--- src/rtl/if_fetch_queue.sv ---
// Fetch stage: drives the instruction ROM from the PC and queues {pc, inst} pairs for decode.
// Entries reach decode one cycle after the fetch; a full queue stalls fetch unless the head pops that cycle.
module if_fetch_queue #(
  parameter logic [31:0] RESET_PC = 32'h1c000000,
  parameter int          DEPTH    = 4,
  parameter int          PC_W     = 32,
  parameter int          INST_W   = 32
) (
  input  logic                       clk,
  input  logic                       rst,
  output logic                       rom_inst_en,
  output logic [PC_W-1:0]            rom_inst_addr,
  input  logic [INST_W-1:0]          rom_inst,
  input  logic                       flush,
  input  logic [PC_W-1:0]            flush_pc,
  input  logic                       branch_flag,
  input  logic [PC_W-1:0]            branch_target,
  input  logic                       id_ready,
  output logic                       id_valid,
  output logic [PC_W-1:0]            id_pc,
  output logic [INST_W-1:0]          id_inst,
  output logic [$clog2(DEPTH):0]     q_count
);

  localparam int AW = $clog2(DEPTH);
  localparam int CW = AW + 1;

  logic [PC_W-1:0]   r_pc;
  logic              r_ce;
  logic [CW-1:0]     r_cnt;
  logic [AW-1:0]     r_wptr;
  logic [AW-1:0]     r_rptr;
  logic [PC_W-1:0]   r_pc_mem   [DEPTH];
  logic [INST_W-1:0] r_inst_mem [DEPTH];

  logic w_redirect;
  logic w_full;
  logic w_pop;
  logic w_push;

  assign w_redirect = flush | branch_flag;
  assign w_full     = (r_cnt == CW'(DEPTH));
  // Redirect kills the head combinationally so decode never sees a wrong-path entry.
  assign id_valid   = (r_cnt != '0) & ~w_redirect;
  assign w_pop      = id_valid & id_ready;
  assign w_push     = r_ce & ~w_redirect & (~w_full | w_pop);

  assign rom_inst_en   = w_push;
  assign rom_inst_addr = r_pc;
  assign id_pc         = r_pc_mem[r_rptr];
  assign id_inst       = r_inst_mem[r_rptr];
  assign q_count       = r_cnt;

  always_ff @(posedge clk or negedge rst) begin
    if (!rst) begin
      r_pc   <= RESET_PC[PC_W-1:0];
      r_ce   <= 1'b0;
      r_cnt  <= '0;
      r_wptr <= '0;
      r_rptr <= '0;
    end else begin
      r_ce <= 1'b1;
      if (w_redirect) begin
        r_pc   <= flush ? flush_pc : branch_target;
        r_cnt  <= '0;
        r_wptr <= '0;
        r_rptr <= '0;
      end else begin
        if (w_push) begin
          r_pc   <= r_pc + PC_W'(4);
          r_wptr <= r_wptr + AW'(1);
        end
        if (w_pop) begin
          r_rptr <= r_rptr + AW'(1);
        end
        case ({w_push, w_pop})
          2'b10:   r_cnt <= r_cnt + CW'(1);
          2'b01:   r_cnt <= r_cnt - CW'(1);
          default: r_cnt <= r_cnt;
        endcase
      end
    end
  end

  // Storage needs no reset: an entry is only read after it has been written.
  always_ff @(posedge clk) begin
    if (w_push) begin
      r_pc_mem[r_wptr]   <= r_pc;
      r_inst_mem[r_wptr] <= rom_inst;
    end
  end

endmodule

--- config.mk ---
export PLATFORM = sky130hd
export DESIGN_NAME = if_fetch_queue
export DESIGN_NICKNAME = d
export VERILOG_FILES = /design/src/rtl/if_fetch_queue.sv
export SDC_FILE = /design/constraint.sdc
export NUM_CORES = 1
export LEC_CHECK = 0
export ABC_AREA = 1
export BUFFER_PORTS_ARGS = -buffer_cell sky130_fd_sc_hd__buf_2
export CELL_PAD_IN_SITES_DETAIL_PLACEMENT = 1
export CELL_PAD_IN_SITES_GLOBAL_PLACEMENT = 1
export CORE_MARGIN = 1
export CORE_UTILIZATION = 48
export CTS_CLUSTER_DIAMETER = 50
export DETAILED_ROUTE_END_ITERATION = 12
export GPL_ROUTABILITY_DRIVEN = 0
export PLACE_DENSITY = 0.93
export SLEW_MARGIN = 40
export SYNTH_ARGS = -nofsm -noshare
export SYNTH_HDL_FRONTEND = slang
export SYNTH_SLANG_ARGS = --single-unit
--- constraint.sdc ---
create_clock -name clk -period 7.5 [get_ports clk]
set_input_delay 0.375 -clock clk [delete_from_list [all_inputs] [get_ports clk]]
set_output_delay 0.375 -clock clk [all_outputs]
set_load 0.02 [all_outputs]
# Word level (Yosys, flattened, before mapping)
# Memories as Yosys holds them, arrays and structs flattened.
# Cells that the tools add are included.
# W data, S select, Z words.
# word_totals
register_bits	40
ram_bits	256
input_bits	101
mem_count	2
# op_classes
add_sub_neg	5
n_eq_ne	3
mux	11
bitwise_logic	8
n_reduce_logical	4
# memory_table
name	depth	word_bits	read_ports	rd_ports_with_merged_regs	wr	line_no	text
r_inst_mem	4	32	1	0	1	34	logic [INST_W-1:0] r_inst_mem [DEPTH];
r_pc_mem	4	32	1	0	1	33	logic [PC_W-1:0] r_pc_mem [DEPTH];
# ops
operator	n
$mux W32	3
$add A32 B3 Y32 const B	1
$mux W2	4
$pmux W3 S2	1
$reduce_bool A3 Y1	2
$add A2 B1 Y2 const B	2
$and A1 B1 Y1	4
$reduce_bool A2 Y1	2
$add A3 B1 Y3 const B	1
$eq A3 B3 Y1 const B	1
$mux W3	1
$sub A3 B1 Y3 const B	1
$eq A2 B1 Y1 const B	1
$eq A2 B2 Y1 const B	1
$mux W1	2
$not A1 Y1	2
$or A1 B1 Y1	2

# Longest topological paths before layout
# depth
word_depth	9
depth_mapped	11
mapped_depth_nobuf	11

# Worst setup path before layout
# OpenSTA, ideal clock, no wires.
# synth_timing
kind	register to register
startpoint	register r_cnt[0] (netlist: q_count[0])
endpoint	memory r_inst_mem[0][0] (enable)
arrival_time_ns	3.912
required_time_ns	7.014
slack_ns	3.102
stages_incl_launch_ff	8
synth_period_minus_slack_ns	4.398
path_cell_list	dfrtp_1 > inv_1 > nand3_1 > nand3_2 > nand2_1 > nand2_4 > buf_2 > nor2_1
# synth_via
elab_chain_cells	7
# synth_rtl
item	line_no	text
start, declared	30	logic [CW-1:0] r_cnt;
start signal, assigned	77	2'b10: r_cnt <= r_cnt + CW'(1);
start signal, assigned	78	2'b01: r_cnt <= r_cnt - CW'(1);
start signal, assigned	79	default: r_cnt <= r_cnt;
$reduce_bool A3 Y1	44	assign id_valid = (r_cnt != '0) & ~w_redirect;
$and A1 B1 Y1	44	
$and A1 B1 Y1	45	assign w_pop = id_valid & id_ready;
$or A1 B1 Y1 (*)	46	assign w_push = r_ce & ~w_redirect & (~w_full | w_pop);
$and A1 B1 Y1 (*)	46	
$mux W1 (*)	87	if (w_push) begin
$mux W1 (not written as such) (*)	89	r_inst_mem[r_wptr] <= rom_inst;
end, declared	34	
# Every way passes the cells marked *; elsewhere a longest branch is shown, timed or not.

# Final worst setup path
# layout_timing
startpoint	register r_rptr[0]
endpoint	output port id_pc[22]
# layout_via
elab_chain_cells	1
# layout_rtl
item	line_no	text
start, declared	32	logic [AW-1:0] r_rptr;
start signal, assigned	74	r_rptr <= r_rptr + AW'(1);
$mem_v2 Z4 W32	-	
end, declared	20	output logic [PC_W-1:0] id_pc,
# Every way passes these cells.

==> results.cfg <==
[place]
place_worst_setup_slack_ps = 4085
place.detailed.hpwl_mm = 23.42
post_dp_cell_area_mm2 = 0.01388
io_buffers = 201
dp.cells = 1634

[power_and_ir_drop]
switching_component_of_the_power_mw = 0.9937
combinationalPowerShare = 0.088
power.density_cell_area_mw_per_mm2 = 258.3
p_leak_nw = 5.666
p_sw_frac = 0.2576
design_power_total_mw = 3.858
peakVddDrop_mv = 0.1780
sequentialPowerShare = 0.500
clkPwrFrac = 0.411
internal-power_mw = 2.864

[cts]
clock_path_buffers = 3
h-tree-depth = 1
postCtsResizedCells = 0
cts_tree = yes
clock_insertion_delay_worst_skew_ps = 590
clkSlewWorstSetupHoldPaths_ps = 70
tritoncts_buffers = 30
clk_root_buffer_cell = clkbuf_16
clock-sinks = 296

[floorplan]
core_mm2 = 0.02547
pin_count = 202
x_dimension_of_the_die_um = 164.2
start_util = 0.4956
die_area_mm2 = 0.02695
die_h_um = 164.2
rows = 58

[critical_path]
list_of_cells_traversed_by_the_critical_path = inv_4 -> buf_6 -> o21ai_0 -> o22ai_1 -> buf_2
max_stage_delay_ps = 620
end_kind = output port
regToRegSetupSlack_ps = 5120
path_delay_family = buffers and inverters
worstPathArrival_ps = 2930
worst_ep_required_time_ps = 7120
regToRegStartpoint = q_count[2]
critical_path.max_fanout = 100
start_kind = flip-flop
critical_path_cell_with_the_highest_stage_delay = buf_6
critPathBufInv = 3
critPathKind = reg2out
worst_setup_path_startpoint = r_rptr[0]

[grt]
number_of_global_route_vias_before_repair = 10430
grt_use_total = 0.2978
grt_antenna_before_repair = 2
grt_pass1_wl_mm = 59.75
grt_overflow = 0
grt_start_max_net_pins = 119

[timing]
setup_viol_count_final = 0
worst_slack_ps = 4195
final.setup.tns_ps = 0
slew_viol_final = 0
grt_setup_unrepaired = no
fmax_mhz = 302.6
worst_clock_skew_ps = 39.36
number_of_hold_slack_violations_in_the_final_timing_report = 0
timing.slew.headroom = 0.4334
final_min_period_over_clock_period = 0.4407
post_layout_min_period_ps = 3305
transition_time_of_the_tightest_slew_check_pin_ps = 849.9

[yosys]
synth_cells = 1160
syn_avg_cell_area_um2 = 10.88
synth.ff_latch_count = 296
synth_warnings = 0
yosys_most_used_dff = edfxtp_1
synth_cell_types = 31
seq_area_frac_synth = 0.6886
cell_area_after_synthesis_mm2 = 0.01262
synth_edf_count = 256
synth_nets = 1267
async_flop_share = 0.1351

[layout]
multi_input_area_mm2 = 0.003480
fill_cells = 2738
finish.net_count = 1445
finish.cell_count_without_fillers = 1692
post-route-cell-area_mm2 = 0.01494
inserted_diodes = 0
final_layout_size_suffix_gt1_frac = 0.2063
register_area_mm2 = 0.008697
syn2layout_area_growth_pct = 18.33

[routing]
route.final.wire_length_mm = 39.82
detail_route.wl_per_cell_um = 23.53
drt_drc_violations_left = 0
route.detailed.vias_per_inst = 5.850
final_antenna_net_count = 0
dr_total_vias = 9899
drt_first_iter_violations = 880
dr.pass1.iters = 5

[worst_hold_path]
min-delay-path-class = in2reg
worstHoldStart = rom_inst[31]

[status]
outcome = completed

[flow_run]
max_cap_viol_count = 0
[flip-flops by register name (all words and copies together), names as in the netlist]
| signal | count |
|---|---|
| r_rptr | 2 |
| r_wptr | 2 |
| rom_inst_addr | 32 |
| r_inst_mem | 128 |
| r_pc_mem | 128 |
| q_count | 3 |
| r_ce | 1 |
[final cells by class]
type,count,area share
Sequential cell,296,0.5823
Clock inverter,17,0.01508
Tap cell,330,0.02764
Multi-Input combinational cell,748,0.2330
Clock buffer,39,0.05453
Inverter,51,0.01315
Timing Repair Buffer,211,0.07438
[stage by stage]
step	hold WS, ps	utilization
floorplan	79.41	-
global placement	573.6	0.5437
detailed placement	411.5	0.5448
CTS	5.498	0.5864
global route	27.41	0.5864
finish	21.85	0.5864
[final timing paths]
path | cells after the start | endpoint
setup reg to reg | 7 | r_inst_mem[2][25]
setup / recovery | 5 | id_pc[22]
hold reg to reg | 0 | r_pc_mem[2][26]
hold / removal | 1 | r_inst_mem[2][31]
min in group asynchronous | 2 | rom_inst_addr[23]
max in group asynchronous | 2 | r_rptr[0]
[routing by layer]
metal,share of wire,global-route usage,vias to the layer above,wire length [um]
met5,0.00028,0,-,11
met4,0.032,0.1094,2,1273
met3,0.060,0.03990,95,2395
met2,0.51,0.5295,428,20240
met1,0.40,0.3688,4936,15900
li1,-,-,4438,-
[placed cells by master (no fill, tap or decap), drive strengths merged, types with 2 or more instances in the layout]
cell type / Yosys / final
xor2: 2 / 2
inv: 51 / 52
nor2: 239 / 239
nand2: 159 / 159
dlygate4sd3: 0 / 2
ha: 5 / 5
dfrtp: 37 / 37
clkinvlp: 0 / 4
bufinv: 0 / 4
edfxtp: 256 / 256
nand3: 59 / 59
xnor2: 2 / 2
o21ai: 169 / 169
a21oi: 38 / 38
dfstp: 3 / 3
clkinv: 0 / 8
clkbuf: 43 / 39
buf: 22 / 209
o22ai: 68 / 68
[worst register-to-register path, cell delays in order (launching register included)]
cell,delay (ps)
dfrtp_1,410
inv_1,110
nand3_1,100
nand3_2,120
nand2_1,200
nand2_4,270
nor2_4,190
buf_6,570
[logic make-up after synthesis]
family	Yosys count	share of synthesized area
simple gates	461	0.1474
flops	296	0.6886
compound gates	276	0.1163
buf+inv	116	0.03816
fa+ha+maj	6	0.006542
xor+xnor	4	0.002776
other cells	1	0.0002971
[synthesized netlist by cell type (5+ instances only)]
cell type / count / area (um2)
o22ai_1: 68 / 425.4
ha_1: 5 / 62.56
o21ai_0: 167 / 835.8
clkbuf_1: 43 / 161.4
edfxtp_1: 256 / 7687
nor2_1: 234 / 878.3
dfrtp_1: 37 / 925.9
nand2_1: 157 / 589.3
a21oi_1: 38 / 190.2
buf_2: 16 / 80.08
nand3_1: 58 / 290.3
inv_1: 49 / 183.9
[timing repair]
action / CTS / global route
endpoints found under the hold margin: 38 / 0
hold buffers: 2 / 0
setup buffers: 0 / 0
[power groups by stage]
stage	registers [mW]	clock network [mW]	logic, mW
4_1_cts	1.93	1.59	0.342
5_1_grt	1.94	1.64	0.372
2_1_floorplan	1.95	0	0.171
3_5_place_dp	1.96	0	0.333
6_report	1.93	1.59	0.341
3_3_place_gp	1.96	0	0.314
(Power assumes the default switching activity.)
